<file path="src/rtl/product_accumulator_12x12_pkg.sv">
// Shared definitions for the product accumulator codebase: controller state
// encoding, default widths and the signed saturation limits.
package product_accumulator_12x12_pkg;

  localparam int ACC_W_DEF = 32;
  localparam int CNT_W_DEF = 8;
  localparam int P_W       = 24;

  localparam logic [ACC_W_DEF-1:0] SAT_MAX = {1'b0, {(ACC_W_DEF-1){1'b1}}};
  localparam logic [ACC_W_DEF-1:0] SAT_MIN = {1'b1, {(ACC_W_DEF-1){1'b0}}};

  typedef enum logic {
    ACCUM = 1'b0,
    HOLD  = 1'b1
  } state_e;

endpackage

</file>
<file path="src/rtl/product_accumulator_12x12_if.sv">
// Product input stream and result output stream of the accumulator.
//   in_valid/in_ready/in_p/in_last : 24-bit signed product beats
//   out_valid/out_ready             : result handshake
//   out_sum/out_cnt/out_ovf         : saturated sum, term count, overflow flag
// master = producer/consumer side, slave = accumulator side.
interface product_accumulator_12x12_if
  import product_accumulator_12x12_pkg::*;
#(
  parameter int ACC_W = ACC_W_DEF,
  parameter int CNT_W = CNT_W_DEF
);
  logic             in_valid;
  logic             in_ready;
  logic [P_W-1:0]   in_p;
  logic             in_last;
  logic             out_valid;
  logic             out_ready;
  logic [ACC_W-1:0] out_sum;
  logic [CNT_W-1:0] out_cnt;
  logic             out_ovf;

  modport master (
    output in_valid, in_p, in_last, out_ready,
    input  in_ready, out_valid, out_sum, out_cnt, out_ovf
  );

  modport slave (
    input  in_valid, in_p, in_last, out_ready,
    output in_ready, out_valid, out_sum, out_cnt, out_ovf
  );
endinterface

</file>
<file path="src/rtl/product_accumulator_12x12_sat_add_signed.sv">
// Combinational W-bit two's-complement adder with saturation.
//   a, b : signed operands
//   y    : a+b clamped to [-2^(W-1), 2^(W-1)-1]
//   ovf  : high when clamping happened
module sat_add_signed #(
  parameter int W = 32
) (
  input  logic [W-1:0] a,
  input  logic [W-1:0] b,
  output logic [W-1:0] y,
  output logic         ovf
);
  localparam logic [W-1:0] MAX_V = {1'b0, {(W-1){1'b1}}};
  localparam logic [W-1:0] MIN_V = {1'b1, {(W-1){1'b0}}};

  logic [W:0] sum_ext;

  always_comb begin
    sum_ext = {a[W-1], a} + {b[W-1], b};
    // Overflow when the extra sign bit disagrees with the result sign bit;
    // the extra bit then holds the true sign of the sum.
    ovf = sum_ext[W] ^ sum_ext[W-1];
    if (ovf) y = sum_ext[W] ? MIN_V : MAX_V;
    else     y = sum_ext[W-1:0];
  end
endmodule

</file>
<file path="src/rtl/product_accumulator_12x12.sv">
// Streaming saturating accumulator behind the 12x12 multiplier.
//   clk, rst_n : clock, async active-low reset
//   clr        : synchronous abort of partial sum and pending result
//   bus        : product input stream and registered result stream
//
// state | meaning
// ------+------------------------------------------
// ACCUM | collecting terms, in_ready high unless clr
// HOLD  | result presented, waiting for out_ready
module product_accumulator_12x12
  import product_accumulator_12x12_pkg::*;
#(
  parameter int ACC_W = ACC_W_DEF,
  parameter int CNT_W = CNT_W_DEF
) (
  input  logic clk,
  input  logic rst_n,
  input  logic clr,
  product_accumulator_12x12_if.slave bus
);
  state_e           state_q, state_d;
  logic [ACC_W-1:0] acc_q, acc_d;
  logic [CNT_W-1:0] cnt_q, cnt_d;
  logic             ovf_q, ovf_d;
  logic             out_valid_q, out_valid_d;
  logic [ACC_W-1:0] out_sum_q, out_sum_d;
  logic [CNT_W-1:0] out_cnt_q, out_cnt_d;
  logic             out_ovf_q, out_ovf_d;

  logic [ACC_W-1:0] term_ext;
  logic [ACC_W-1:0] add_sum;
  logic             add_ovf;
  logic [CNT_W-1:0] cnt_inc;
  logic             ovf_inc;
  logic             accept;

  assign term_ext = {{(ACC_W-P_W){bus.in_p[P_W-1]}}, bus.in_p};

  sat_add_signed #(.W(ACC_W)) u_sat_add (
    .a   (acc_q),
    .b   (term_ext),
    .y   (add_sum),
    .ovf (add_ovf)
  );

  assign bus.in_ready  = (state_q == ACCUM) && !clr;
  assign bus.out_valid = out_valid_q;
  assign bus.out_sum   = out_sum_q;
  assign bus.out_cnt   = out_cnt_q;
  assign bus.out_ovf   = out_ovf_q;

  always_comb begin
    state_d     = state_q;
    acc_d       = acc_q;
    cnt_d       = cnt_q;
    ovf_d       = ovf_q;
    out_valid_d = out_valid_q;
    out_sum_d   = out_sum_q;
    out_cnt_d   = out_cnt_q;
    out_ovf_d   = out_ovf_q;

    accept  = bus.in_valid && bus.in_ready;
    cnt_inc = (cnt_q == {CNT_W{1'b1}}) ? cnt_q : cnt_q + CNT_W'(1);
    ovf_inc = ovf_q | add_ovf;

    if (clr) begin
      // Pending result is dropped even if out_ready is high this cycle.
      state_d     = ACCUM;
      acc_d       = '0;
      cnt_d       = '0;
      ovf_d       = 1'b0;
      out_valid_d = 1'b0;
    end else begin
      unique case (state_q)
        ACCUM: begin
          if (accept) begin
            if (bus.in_last) begin
              out_sum_d   = add_sum;
              out_cnt_d   = cnt_inc;
              out_ovf_d   = ovf_inc;
              out_valid_d = 1'b1;
              state_d     = HOLD;
              acc_d       = '0;
              cnt_d       = '0;
              ovf_d       = 1'b0;
            end else begin
              acc_d = add_sum;
              cnt_d = cnt_inc;
              ovf_d = ovf_inc;
            end
          end
        end
        HOLD: begin
          if (bus.out_ready) begin
            out_valid_d = 1'b0;
            state_d     = ACCUM;
          end
        end
        default: state_d = ACCUM;
      endcase
    end
  end

  always_ff @(posedge clk or negedge rst_n) begin
    if (!rst_n) begin
      state_q     <= ACCUM;
      acc_q       <= '0;
      cnt_q       <= '0;
      ovf_q       <= 1'b0;
      out_valid_q <= 1'b0;
      out_sum_q   <= '0;
      out_cnt_q   <= '0;
      out_ovf_q   <= 1'b0;
    end else begin
      state_q     <= state_d;
      acc_q       <= acc_d;
      cnt_q       <= cnt_d;
      ovf_q       <= ovf_d;
      out_valid_q <= out_valid_d;
      out_sum_q   <= out_sum_d;
      out_cnt_q   <= out_cnt_d;
      out_ovf_q   <= out_ovf_d;
    end
  end
endmodule

</file>
<file path="src/flat_wrapper.sv">
// flat-port wrapper written by rule: the top's interface ports become plain ports
module product_accumulator_12x12_flat import product_accumulator_12x12_pkg::*;
#(
  parameter int ACC_W = ACC_W_DEF,
  parameter int CNT_W = CNT_W_DEF
)
  (clk, rst_n, clr, bus_in_valid, bus_in_p, bus_in_last, bus_out_ready, bus_in_ready, bus_out_valid, bus_out_sum, bus_out_cnt, bus_out_ovf);
  product_accumulator_12x12_if #(.ACC_W(ACC_W), .CNT_W(CNT_W)) bus_i ();
  input  logic clk;
  input  logic rst_n;
  input  logic clr;
  input wire logic [$bits(bus_i.in_valid)-1:0] bus_in_valid;
  input wire logic [$bits(bus_i.in_p)-1:0] bus_in_p;
  input wire logic [$bits(bus_i.in_last)-1:0] bus_in_last;
  input wire logic [$bits(bus_i.out_ready)-1:0] bus_out_ready;
  output wire logic [$bits(bus_i.in_ready)-1:0] bus_in_ready;
  output wire logic [$bits(bus_i.out_valid)-1:0] bus_out_valid;
  output wire logic [$bits(bus_i.out_sum)-1:0] bus_out_sum;
  output wire logic [$bits(bus_i.out_cnt)-1:0] bus_out_cnt;
  output wire logic [$bits(bus_i.out_ovf)-1:0] bus_out_ovf;
  assign bus_i.in_valid = bus_in_valid;
  assign bus_i.in_p = bus_in_p;
  assign bus_i.in_last = bus_in_last;
  assign bus_i.out_ready = bus_out_ready;
  assign bus_in_ready = bus_i.in_ready;
  assign bus_out_valid = bus_i.out_valid;
  assign bus_out_sum = bus_i.out_sum;
  assign bus_out_cnt = bus_i.out_cnt;
  assign bus_out_ovf = bus_i.out_ovf;
  product_accumulator_12x12 #(.ACC_W(ACC_W), .CNT_W(CNT_W)) u_core (.clk(clk), .rst_n(rst_n), .clr(clr), .bus(bus_i));
endmodule
</file>
<file path="config.mk">
export PLATFORM = sky130hd
export DESIGN_NAME = product_accumulator_12x12_flat
export DESIGN_NICKNAME = d
export VERILOG_FILES = /design/src/rtl/product_accumulator_12x12_pkg.sv /design/src/rtl/product_accumulator_12x12_if.sv /design/src/rtl/product_accumulator_12x12_sat_add_signed.sv /design/src/rtl/product_accumulator_12x12.sv /design/src/flat_wrapper.sv
export SDC_FILE = /design/constraint.sdc
export NUM_CORES = 1
export LEC_CHECK = 0
export ABC_CLOCK_PERIOD_IN_PS = 3500
export BUFFER_PORTS_ARGS = -buffer_cell sky130_fd_sc_hd__buf_2
export CAP_MARGIN = 5
export CORE_UTILIZATION = 25
export CTS_CLUSTER_DIAMETER = 150
export DETAILED_ROUTE_END_ITERATION = 10
export GPL_TIMING_DRIVEN = 0
export PLACE_DENSITY_LB_ADDON = 0.3
export SKIP_CTS_REPAIR_TIMING = 1
export SLEW_MARGIN = 20
export SYNTH_ARGS = -nofsm -noshare
export SYNTH_HDL_FRONTEND = slang
export SYNTH_HIERARCHICAL = 1
export SYNTH_SLANG_ARGS = --single-unit
export TNS_END_PERCENT = 50
</file>
<file path="constraint.sdc">
create_clock -name clk -period 3.5 [get_ports clk]
set_input_delay 0.175 -clock clk [delete_from_list [all_inputs] [get_ports clk]]
set_output_delay 0.175 -clock clk [all_outputs]
set_load 0.02 [all_outputs]
</file>
==> metrics.yaml <==
synth.most_common_cell: "nand2_1"
drc: 0
synthArstFlopShare_pct: 100
synth.avg_cell_area_um2: 8.96
cts-root-buf: "clkbuf_16"
vias_per_cell: 4.82
cp.arrival_ns: 3.59
synth_compound_area_share_pct: 24.1
gp_congestion: 0.819
synth_edf_count: 0
synth_ff_type: "dfrtp_1"
cp_max_fo: 10
yosysTopAreaCellShare_pct: 38.8
nets: 754
fin_worst_skew_ns: 0.00700
slew_headroom_pct: 55.0
critPathMostFrequentCell: "a2bb2oi_2"
critPathLaunchType: "register"
firstDrtPassIters: 4
cts_tree: "built"
ir_worst_vdd_uv: 239
cp-end-kind: "register"
finalSetupViolCount: 0
die_h_um: 149
antenna_found_initial: 0
drive_above_1_share_pct: 21.2
vias: 4674
grt_usage_pct: 14.8
num-fill-cells: 2242
max_stage_delay_ns: 0.49
syn_inst: 604
synth_seq_cells: 84
synth.area.top_cells: "dfrtp_1 39%, nand2_1 9.1%, ha_1 7.6%, a22o_1 5.5%, a21oi_1 5.5%"
power_leakage_uw: 0.00319
syn_nets: 668
synth-seq-area-share_pct: 38.8
cts.path.max_buffers: 2
outcome: "complete, no violations"
grt-ovfl-total: 0
syn_area_um2: 5410
start_util_pct: 25.6
grt_pass1_wl_mm: 25.6
n_antenna_cell: 0
clkTransAtPathRegs_ns: 0.06
core-area_um2: 21200
dieArea_um2: 22200
yosys_warnings: 6
synth_cell_types: 69
drv_slew: 0
drt_iter0_markers: 224
synth_top_family_by_area: "compound AO/OA/AOI/OAI gates"
tightestPinTransition_ns: 0.674
yosys.area_share.adder_pct: 8.00
maxCapViolCount: 0
wl_per_cell_um: 16.3
cts_num_sinks: 84
insertion_delay_ns: 0.35
cellPowerDensity_nw_per_um2: 515
muxShareOfSynthArea_pct: 0.971
cts_buffers: 9
fmax_ghz: 0.299
crit_chain: "ha_1 > a211oi_1 > o21ai_1 > o31ai_4 > a21oi_1 > a2bb2oi_2 > a311o_2 > a2bb2oi_2 > buf_6 > o21ai_0 > a22o_1"
num_rows: 53
htreeDepth: 3
grt_max_degree: 44
antenna_left: 0
area_growth_pct: 21.7
min_period_ns: 3.35
place_hpwl_mm: 11.7
dieWidth_um: 149
totalWireLength_mm: 15.8
io_buffers: 71
grt_pass1_vias: 4746
yosys.area.top_type: "dfrtp_1"
cpMaxStageDelayCell: "a311o_2"
finalHoldViolCount: 0
synth-simple-area-share_pct: 18.4
pin_count: 73
fin_hold_ws_ns: 0.0211
synthXorXnorAreaFrac_pct: 5.48
fin_ws_ns: 0.150
hold_path_class: "input port to register"
pre_cts_ws_ns: -0.0160
fin_crit_sh_pct: 95.7
cp.required_ns: 3.74
netlist_top_cells_count: "131 x nand2_1, 84 x dfrtp_1, 59 x a21oi_1"
worstSetupPathType: "register to register"
[final timing paths]
| path | from | cells after the start | slack [ns] | end |
|---|---|---|---|---|
| max | u_core/acc_q[1]$_DFFE_PN0P_ | 11 | 0.15 | u_core/acc_q[30]$_DFFE_PN0P_ |
| max in group asynchronous | rst_n | 3 | 2.63 | u_core/bus.out_sum[9]$_DFFE_PN0P_ |
| min reg2reg | u_core/bus.out_sum[6]$_DFFE_PN0P_ | 2 | 0.47 | u_core/bus.out_sum[6]$_DFFE_PN0P_ |
| min | bus_out_ready | 2 | 0.02 | u_core/bus.out_valid$_DFFE_PN0P_ |
| min in group asynchronous | rst_n | 2 | 0.32 | u_core/state_q$_DFF_PN0_ |
| max reg2reg | u_core/acc_q[1]$_DFFE_PN0P_ | 11 | 0.15 | u_core/acc_q[30]$_DFFE_PN0P_ |
[metal layers]
metal / GRT usage, % / routed length [um] / up-vias
met5: 0 / 0 / -
li1: - / - / 2338
met4: 4.90 / 206 / 0
met2: 23.2 / 7110 / 76
met1: 20.7 / 7720 / 2247
met3: 2.26 / 723 / 13
[metrics by stage]
step | setup TNS, ns | instance area [um^2] | total power, uW | util (%) | instances
2_1_floorplan | 0 | 5410 | 1900 | - | 604
3_3_place_gp | -0.0237 | 6110 | 2220 | 28.9 | 950
3_5_place_dp | -0.0476 | 6150 | 2230 | 29.1 | 951
4_1_cts | -0.254 | 6500 | 3420 | 30.7 | 966
5_1_grt | -0.0470 | 6590 | 3590 | 31.2 | 969
6_report | 0 | 6590 | 3400 | 31.2 | 969
[flip-flops by register name, indices dropped and copies added (netlist names)]
signal	flops
u_core/bus.out_ovf	1
u_core/acc_q	32
u_core/bus.out_valid	1
u_core/bus.out_cnt	8
u_core/bus.out_sum	32
u_core/cnt_q	8
u_core/state_q	1
u_core/ovf_q	1
[layout make-up]
class	count	area, um^2	share of cell area [%]
multi-input cells	477	3130	47.6
plain buffers	33	205	3.11
repair buffers	75	414	6.28
inverters	10	37.5	0.569
flip-flops and latches	84	2100	31.9
clock buffers	10	229	3.47
clock inverters	5	125	1.90
well taps	275	344	5.22
[critical path: cells and delay by family (launching register included)]
family                     cells  cell delay (ns)
buffers and inverters          1             0.21
DFF                            1             0.43
adders and majority gates      1             0.32
AOI/OAI and AO/OA              9             2.28
[power by group]
part	leakage (uW)	switching, uW	internal (uW)	total [uW]
clock network	0.000173	402	765	1170
registers	0.00111	86.8	1120	1210
logic	0.00191	646	378	1020
[kinds of logic after synthesis]
family,count (synthesis)
xor+xnor,33
buf+inv,43
fa+ha+maj,34
mux,4
simple gates,214
flops,84
compound gates,192
[placed cells by master (no fill, tap or decap), types with 7 or more instances in the layout]
cell / n
a22o_1: 34
buf_4: 9
nand3_1: 14
a21oi_1: 58
inv_1: 10
o21ai_2: 7
dfrtp_1: 84
nand2_1: 131
ha_1: 33
clkbuf_1: 9
xnor2_1: 17
o21ai_0: 32
buf_2: 81
xor2_1: 15
clkbuf_16: 9
a21o_1: 11
nor2_1: 22
Note: power is estimated with default switching activity, not from simulation.
